## src/rtl/regfile_sb_pkg.sv

```systemverilog
// Shared constants for the scoreboarded register file: default widths,
// the hard-wired zero register address and the pending-counter ceiling.
package regfile_pkg;

  localparam int DATA_W_DEF   = 32;
  localparam int ADDR_W_DEF   = 5;
  localparam int NUM_RD_DEF   = 2;
  localparam bit ZERO_REG_DEF = 1'b1;
  localparam bit BYPASS_DEF   = 1'b1;
  localparam int CNT_W_DEF    = 2;

  localparam int ZERO_ADDR = 0;

  // Largest number of writes that may be in flight to one register.
  function automatic int cnt_max(input int cnt_w);
    return (1 << cnt_w) - 1;
  endfunction

endpackage

```

## src/rtl/regfile_sb_counter.sv

```systemverilog
// Pending-write counter for one register: counts issued-but-not-retired
// writes, saturates at the ceiling and never wraps below zero.
module sb_counter
  import regfile_pkg::*;
#(
  parameter int CNT_W = CNT_W_DEF
) (
  input  logic             clk,
  input  logic             reset,
  input  logic             inc,
  input  logic             dec,
  input  logic             flush,
  output logic [CNT_W-1:0] cnt,
  output logic             full,
  output logic             nonzero
);

  localparam logic [CNT_W-1:0] MAX = CNT_W'(cnt_max(CNT_W));

  logic [CNT_W-1:0] r_cnt;
  logic             w_dec_eff;

  // A write-back only retires something when a write is actually pending.
  assign w_dec_eff = dec && (r_cnt != '0);

  always_ff @(posedge clk) begin
    if (reset) begin
      r_cnt <= '0;
    end else if (flush) begin
      r_cnt <= inc ? CNT_W'(1) : '0;
    end else if (inc && !w_dec_eff && (r_cnt != MAX)) begin
      r_cnt <= r_cnt + CNT_W'(1);
    end else if (w_dec_eff && !inc) begin
      r_cnt <= r_cnt - CNT_W'(1);
    end
  end

  assign cnt     = r_cnt;
  assign full    = (r_cnt == MAX);
  assign nonzero = (r_cnt != '0);

endmodule

```

## src/rtl/regfile_sb.sv

```systemverilog
// Register file with combinational read ports, one write-back port,
// optional write-to-read bypass and a per-register pending-write scoreboard.
module regfile_sb
  import regfile_pkg::*;
#(
  parameter int DATA_W   = DATA_W_DEF,
  parameter int ADDR_W   = ADDR_W_DEF,
  parameter int NUM_RD   = NUM_RD_DEF,
  parameter bit ZERO_REG = ZERO_REG_DEF,
  parameter bit BYPASS   = BYPASS_DEF,
  parameter int CNT_W    = CNT_W_DEF
) (
  input  logic                     clk,
  input  logic                     reset,
  input  logic [NUM_RD*ADDR_W-1:0] rd_addr,
  output logic [NUM_RD*DATA_W-1:0] rd_data,
  output logic [NUM_RD-1:0]        rd_busy,
  input  logic                     issue_en,
  input  logic [ADDR_W-1:0]        issue_addr,
  output logic                     issue_ready,
  input  logic                     wr_en,
  input  logic [ADDR_W-1:0]        wr_addr,
  input  logic [DATA_W-1:0]        wr_data,
  input  logic                     flush,
  input  logic [ADDR_W-1:0]        dbg_addr,
  output logic [DATA_W-1:0]        dbg_data
);

  localparam int DEPTH = 1 << ADDR_W;
  localparam logic [ADDR_W-1:0] ZADDR = ADDR_W'(ZERO_ADDR);

  logic [DATA_W-1:0] r_regs [DEPTH];
  logic [CNT_W-1:0]  w_cnt  [DEPTH];
  logic [DEPTH-1:0]  w_full;
  logic [DEPTH-1:0]  w_nonzero;
  logic [DEPTH-1:0]  w_inc;
  logic [DEPTH-1:0]  w_dec;
  logic              w_wr_legal;
  logic              w_issue_zero;
  logic              w_issue_acc;

  assign w_wr_legal   = wr_en && !(ZERO_REG && (wr_addr == ZADDR));
  assign w_issue_zero = ZERO_REG && (issue_addr == ZADDR);

  // A full counter can still take an issue when a write-back retires one slot.
  assign issue_ready  = w_issue_zero || !w_full[issue_addr]
                        || (w_wr_legal && (wr_addr == issue_addr));
  assign w_issue_acc  = issue_en && issue_ready && !w_issue_zero;

  always_ff @(posedge clk) begin
    if (reset) begin
      for (int i = 0; i < DEPTH; i++) begin
        r_regs[i] <= '0;
      end
    end else if (w_wr_legal) begin
      r_regs[wr_addr] <= wr_data;
    end
  end

  assign dbg_data = r_regs[dbg_addr];

  genvar gi;

  generate
    for (gi = 0; gi < DEPTH; gi++) begin : g_sb
      assign w_inc[gi] = w_issue_acc && (issue_addr == ADDR_W'(gi));
      assign w_dec[gi] = w_wr_legal && (wr_addr == ADDR_W'(gi));

      sb_counter #(
        .CNT_W   (CNT_W)
      ) u_cnt (
        .clk     (clk),
        .reset   (reset),
        .inc     (w_inc[gi]),
        .dec     (w_dec[gi]),
        .flush   (flush),
        .cnt     (w_cnt[gi]),
        .full    (w_full[gi]),
        .nonzero (w_nonzero[gi])
      );
    end
  endgenerate

  generate
    for (gi = 0; gi < NUM_RD; gi++) begin : g_rd
      logic [ADDR_W-1:0] w_addr;
      logic              w_zero;
      logic              w_fwd;
      logic              w_retire;

      assign w_addr = rd_addr[gi*ADDR_W +: ADDR_W];
      assign w_zero = ZERO_REG && (w_addr == ZADDR);
      assign w_fwd  = BYPASS && w_wr_legal && (wr_addr == w_addr);

      assign rd_data[gi*DATA_W +: DATA_W] = w_zero ? '0 :
                                            w_fwd  ? wr_data : r_regs[w_addr];

      // The last outstanding write landing now clears busy early, unless a
      // new issue to the same register re-arms it in the same cycle.
      assign w_retire = w_fwd && (w_cnt[w_addr] == CNT_W'(1))
                        && !(w_issue_acc && (issue_addr == w_addr));
      assign rd_busy[gi] = !w_zero && w_nonzero[w_addr] && !w_retire;
    end
  endgenerate

endmodule
```

## config.mk

```make
export PLATFORM = sky130hd
export DESIGN_NAME = regfile_sb
export DESIGN_NICKNAME = d
export VERILOG_FILES = /design/src/rtl/regfile_sb_pkg.sv /design/src/rtl/regfile_sb_counter.sv /design/src/rtl/regfile_sb.sv
export SDC_FILE = /design/constraint.sdc
export NUM_CORES = 2
export LEC_CHECK = 0
export ABC_AREA = 1
export CAP_MARGIN = 20
export CELL_PAD_IN_SITES_DETAIL_PLACEMENT = 1
export CELL_PAD_IN_SITES_GLOBAL_PLACEMENT = 1
export CORE_ASPECT_RATIO = 0.5
export CORE_MARGIN = 8
export CORE_UTILIZATION = 35
export CTS_CLUSTER_DIAMETER = 120
export DETAILED_ROUTE_END_ITERATION = 12
export PLACE_DENSITY = 0.7
export SYNTH_ARGS = -nofsm -noshare
export SYNTH_HDL_FRONTEND = slang
export SYNTH_SLANG_ARGS = --single-unit
export TNS_END_PERCENT = 100
```

## constraint.sdc

```tcl
create_clock -name clk -period 3.4 [get_ports clk]
set_input_delay 0.51 -clock clk [delete_from_list [all_inputs] [get_ports clk]]
set_output_delay 0.51 -clock clk [all_outputs]
set_load 0.05 [all_outputs]
```

# --- Word level (Yosys, flattened, before mapping) ---
# Memories as Yosys holds them, arrays and structs flattened.
# Cells that the tools add are included.
op_classes:
  div: 0
  mul: 0
  n_lt_le_gt_ge: 5
  n_shift: 0
  reduce_logical: 352
  add_sub_neg: 64
  n_mux: 152
  eq_ne: 133
  bitwise_logic: 2
op_table:
  columns: ["cell", "count"]
  rows:
  - ["logical AND 1 bit", 208]
  - ["2-to-1 mux 2 bit", 100]
  - ["== test 5 bit, second input constant", 32]
  - ["2-to-1 mux 32 bit", 5]
  - ["nonzero test 3 bit", 32]
  - ["== test 5 x 4 -> 1 bit, second input constant", 16]
  - ["zero test 1 bit", 73]
  - ["adder 2 x 1 -> 2 bit, second input constant", 32]
  - ["== test 2 bit, second input constant", 32]
  - ["!= test 2 bit, second input constant", 32]
  - ["nonzero test 2 bit", 32]
  - ["subtractor 2 x 1 -> 2 bit, second input constant", 32]
  - ["2-to-1 mux 1 bit", 41]
  - ["== test 5 x 3 -> 1 bit, second input constant", 8]
  - ["OR reduction 32 bit", 1]
  - ["== test 5 bit", 5]
  - ["binary-select mux 2 bit (select 5 bit)", 2]
  - ["== test 5 x 2 -> 1 bit, second input constant", 4]
  - ["zero test 5 bit", 4]
  - ["less-than comparator 5 x 6 -> 1 bit, second input constant", 3]
  - ["binary-select mux 1 bit (select 5 bit)", 3]
  - [">= comparator 6 bit, second input constant", 2]
  - ["NOT 5 -> 6 bit", 2]
  - ["== test 5 x 1 -> 1 bit, second input constant", 2]
  - ["other kinds (3)", 5]
word_totals:
  elab_cells: 741
  latch_bits: 0
  out_inout_bits: 99
  register_bits: 64
  romBits: 0
  ram_bits: 1024
  mem_count: 1
  input_bits: 62
mem_list:
  columns: ["name", "depth", "word_bits", "read_ports", "rd_clocked_by_memory_dff", "write_ports", "line", "text"]
  rows:
  - ["r_regs", 32, 32, 3, 0, 32, "regfile_sb.sv:32", "logic [DATA_W-1:0] r_regs [DEPTH];"]

# --- Logic depth before layout (Yosys ltp) ---
depth:
  ltp_word: 14
  ltp_mapped: 19

# --- Hierarchy ---
# Synthesis repeated with hierarchy kept, for this count alone.
hier_totals:
  cells_unflattened: 9835
  hier_area_um2: 73187.7
modules_own_cells:
  columns: ["mod", "cells_each", "area_each_um2", "n_inst"]
  rows:
  - ["regfile_sb", 8875, 67662.4, 1]
  - ["sb_counter", 30, 172.7, 32]

# --- Worst setup path after synthesis ---
# Ideal clock, no wire load.
synth_path:
  path_kind: "in2out"
  start: "in rd_addr[0]"
  end: "out rd_data[14]"
  t_required_ns: 2.890
  setup_slack_ns: -0.156
  stages: 10
  arrival_ns: 3.046
  n_path_buf: 4
  path_cell_list: "buf_2 > buf_2 > clkbuf_1 > clkbuf_1 > nor2_1 > o21ai_0 > o221ai_1 > nand3_1 > a21oi_1 > a211oi_1"
synth_via:
  elab_chain_len: 4
synth_rtl:
  columns: ["element", "line", "text"]
  rows:
  - ["start, declared", "regfile_sb.sv:15", "input logic [NUM_RD*ADDR_W-1:0] rd_addr,"]
  - ["parallel branches: the longest is 3 deep, another holds memory read (32 x 32 bit)", null, null]
  - ["2-to-1 mux 32 bit (*)", "regfile_sb.sv:95", "assign rd_data[gi*DATA_W +: DATA_W] = w_zero ? '0 :"]
  - ["end, declared", "regfile_sb.sv:16", "output logic [NUM_RD*DATA_W-1:0] rd_data,"]
# Mark *: on every way between the ends.

# --- Worst setup path in the final report ---
layout_path:
  start: "in rd_addr[0]"
  end: "out rd_data[4]"
# Same word-level chain as after synthesis.

==> results.sh <==
export IMPL_gr_total_overflow=0
export IMPL_yosys_cell_count_top_type="o21ai_0"
export IMPL_cts_root_buf="clkbuf_16"
export IMPL_finalWorstSetupSlack_ns=-0.1120
export IMPL_p_leak_nw=32.94
export IMPL_grt_util_met3_pct=12.13
export IMPL_cts_max_level=3
export IMPL_grtUsageMet1_pct=46.65
export IMPL_ys_types=37
export IMPL_start_util_pct=35.34
export IMPL_crit_chain="buf_8 > inv_8 > buf_12 > o21ai_0 > o21ai_0 > o22ai_1 > a21oi_1 > o311ai_0 > buf_4 > inv_1 > buf_4"
export IMPL_slew_headroom_pct=25.46
export IMPL_gp_congestion=0.9546
export IMPL_synth_common_cells="o21ai_0, nor2_1, a21oi_1"
export IMPL_max_freq_mhz=284.7
export IMPL_path_clk_slew_ns=0.06
export IMPL_first_pass_iters=8
export IMPL_cts_buffers=114
export IMPL_async_flop_share_pct=0
export IMPL_yosys_warnings=0
export IMPL_antenna_found_initial=26
export IMPL_port_buffers=160
export IMPL_grt_max_degree=81
export IMPL_crit_arrival_ns=3.00
export IMPL_hold_viol=0
export IMPL_insertion_delay_ns=0.77
export IMPL_drc=0
export IMPL_cts_sinks=1088
export IMPL_drt_wl_total_mm=411.9
export IMPL_maxCapViolCount=0
export IMPL_setup_violations=7
export IMPL_top_usage_layer="met2"
export IMPL_dp_slack_ns=-0.3146
export IMPL_period_share_pct=103.3
export IMPL_drive_gt1_share_pct=11.93
export IMPL_p_per_area_nw_per_um2=442.0
export IMPL_avgSynthCellArea_sq_um=7.451
export IMPL_cts_tree="yes"
export IMPL_wire_per_inst_microns=33.13
export IMPL_synth_edf_count=1024
export IMPL_finalPower_mw=38.10
export IMPL_drt_iter0_drc=13740
export IMPL_area_delta_synth_final_pct=21.51
export IMPL_ir_worst_vdd_mv=0.4455
export IMPL_track_usage_pct=35.80
export IMPL_grt_use_met2_pct=51.32
export IMPL_slowest_stage="a21oi_1"
export IMPL_synth_seq_area_share_pct=45.16
export IMPL_crit_path_start_kind="primary input"
export IMPL_yosysTopAreaCellShare_pct=43.35
export IMPL_tightest_slew_ns=1.118
export IMPL_core_area_sq_um=200700
export IMPL_synth_area_leaders="edfxtp_1, o21ai_0, nor2_1"
export IMPL_design_final_nets=9677
export IMPL_slew_viol_final=0
export IMPL_synth_area_sq_um=70930
export IMPL_die_h_microns=334.3
export IMPL_grt_setup_unrepaired="yes"
export IMPL_cp_end_kind="primary output"
export IMPL_ys_flop_type="edfxtp_1"
export IMPL_critPathMaxStageDelay_ns=0.52
export IMPL_io_pins=161
export IMPL_crit_family="compound AO/OA/AOI/OAI gates"
export IMPL_min_period_ns=3.512
export IMPL_dieArea_sq_um=218200
export IMPL_fin_skew_ns=0.05687
export IMPL_hold_class="primary input to register"
export IMPL_synthCells=9520
export IMPL_violations="setup timing"
export IMPL_clockBufferDepth=3
export IMPL_synth_seq_cells=1088
export IMPL_grt_pass1_vias=77220
export IMPL_rows=116
export IMPL_hold_buffers=0
export IMPL_vias_per_cell=6.579
export IMPL_required_ns=2.89
export IMPL_critPathKind="primary input to primary output"
export IMPL_antenna_left=0
export IMPL_die_w_microns=652.6
export IMPL_synth_top_area_cell="edfxtp_1"
export IMPL_fillers=24140
export IMPL_hold_ws_ns=0.3656
export IMPL_critPathBufInv=6
export IMPL_path_max_fanout=38
export IMPL_dr_total_vias=81800
export IMPL_grt_first_pass_wirelength_mm=573.2
export IMPL_dpl_hpwl_mm=266.0
export IMPL_status="complete, but fails checks"
area by class of cell:
class	count	area, sq um	share of cell area [%]
multi-input cells	6815	33580	38.96
flip-flops and latches	1088	32030	37.17
repair buffers	891	10830	12.56
well taps	2714	3396	3.940
clock buffers	141	2964	3.439
inverters	703	2720	3.156
clock inverters	69	633.1	0.7346
diodes	13	32.53	0.03775
worst min-delay path, stage by stage:
cell	delay, ns
buf_4	0.14
inv_6	0.20
nand2_1	0.15
nor2_1	0.03
registers in the layout, indices dropped and copies added, names as in the netlist:
register / flops
r_regs: 1024
g_sb.u_cnt.cnt: 64
layer usage:
metal  vias up  wire length, microns
met1     40350                154200
met3      1471                 61950
met2      6410                166500
met5         -                   277
li1      33560                     -
met4        14                 29000
kinds of logic after synthesis:
family	after synthesis	synth area share, %
AOI/OAI and AO/OA	3617	27.61
adders and majority gates	2	0.03527
buffers and inverters	1648	8.866
and+or+nand+nor	3148	18.13
xor gates and xnor gates	16	0.1976
other	1	0.005287
DFF	1088	45.16
placed cells by master, fill, tap and decap left out, types with 17 or more instances in the layout:
cell / netlist / final
a21oi_1: 1141 / 1133
nand2_1: 748 / 700
nand4_1: 87 / 87
a32oi_1: 29 / 29
clkbuf_1: 794 / 26
o22ai_1: 48 / 46
o221ai_1: 137 / 133
a31oi_1: 44 / 43
nand3_4: 0 / 19
nor3_1: 46 / 46
o311ai_0: 22 / 17
nand2_4: 0 / 39
edfxtp_1: 1024 / 1024
clkdlybuf4s50_1: 0 / 39
o21ai_0: 1935 / 1928
conb_1: 1 / 32
inv_1: 688 / 678
nand3_1: 562 / 529
dfxtp_1: 64 / 64
a211oi_1: 35 / 18
clkbuf_16: 0 / 117
o211ai_1: 195 / 195
buf_12: 0 / 293
nor2_1: 1687 / 1683
buf_4: 6 / 519
clkinv_1: 7 / 31
clkinv_2: 0 / 25
power breakdown:
| part | total (mW) | switching (mW) | internal (mW) |
|---|---|---|---|
| combinational | 9.13 | 6.28 | 2.84 |
| clock | 13.0 | 6.22 | 6.80 |
| sequential | 15.9 | 0.549 | 15.4 |
| total | 38.1 | 13.0 | 25.0 |
through the flow:
step	area (sq um)	utilization (%)	std cells	setup TNS (ns)
2_1_floorplan	71120	-	9551	-0.1190
3_3_place_gp	82080	40.89	12200	-4.631
3_5_place_dp	82080	40.89	12200	-6.771
4_1_cts	85750	42.72	12410	0
5_1_grt	86160	42.92	12420	-0.1531
6_report	86180	42.94	12430	-0.2204
path summary, 6_finish.rpt:
| kind | start | endpoint | slack (ns) | cells after the start |
|---|---|---|---|---|
| setup / recovery | rd_addr[0] | rd_data[4] | -0.11 | 11 |
| hold / removal | reset | g_sb[16].u_cnt.cnt[1] | 0.37 | 4 |
| setup reg to reg | g_sb[0].u_cnt.cnt[0] | g_sb[27].u_cnt.cnt[0] | 0.99 | 15 |
| hold reg to reg | g_sb[0].u_cnt.cnt[0] | g_sb[0].u_cnt.cnt[0] | 0.52 | 2 |
timing repair:
item                       in CTS  in global routing
gates resized for setup        24                 60
setup buffers                   2                  6
gates cloned                    0                  3
setup endpoints to repair      60                 33
pin swaps                       5                  4
No activity file was read; power rests on OpenSTA's default activity.
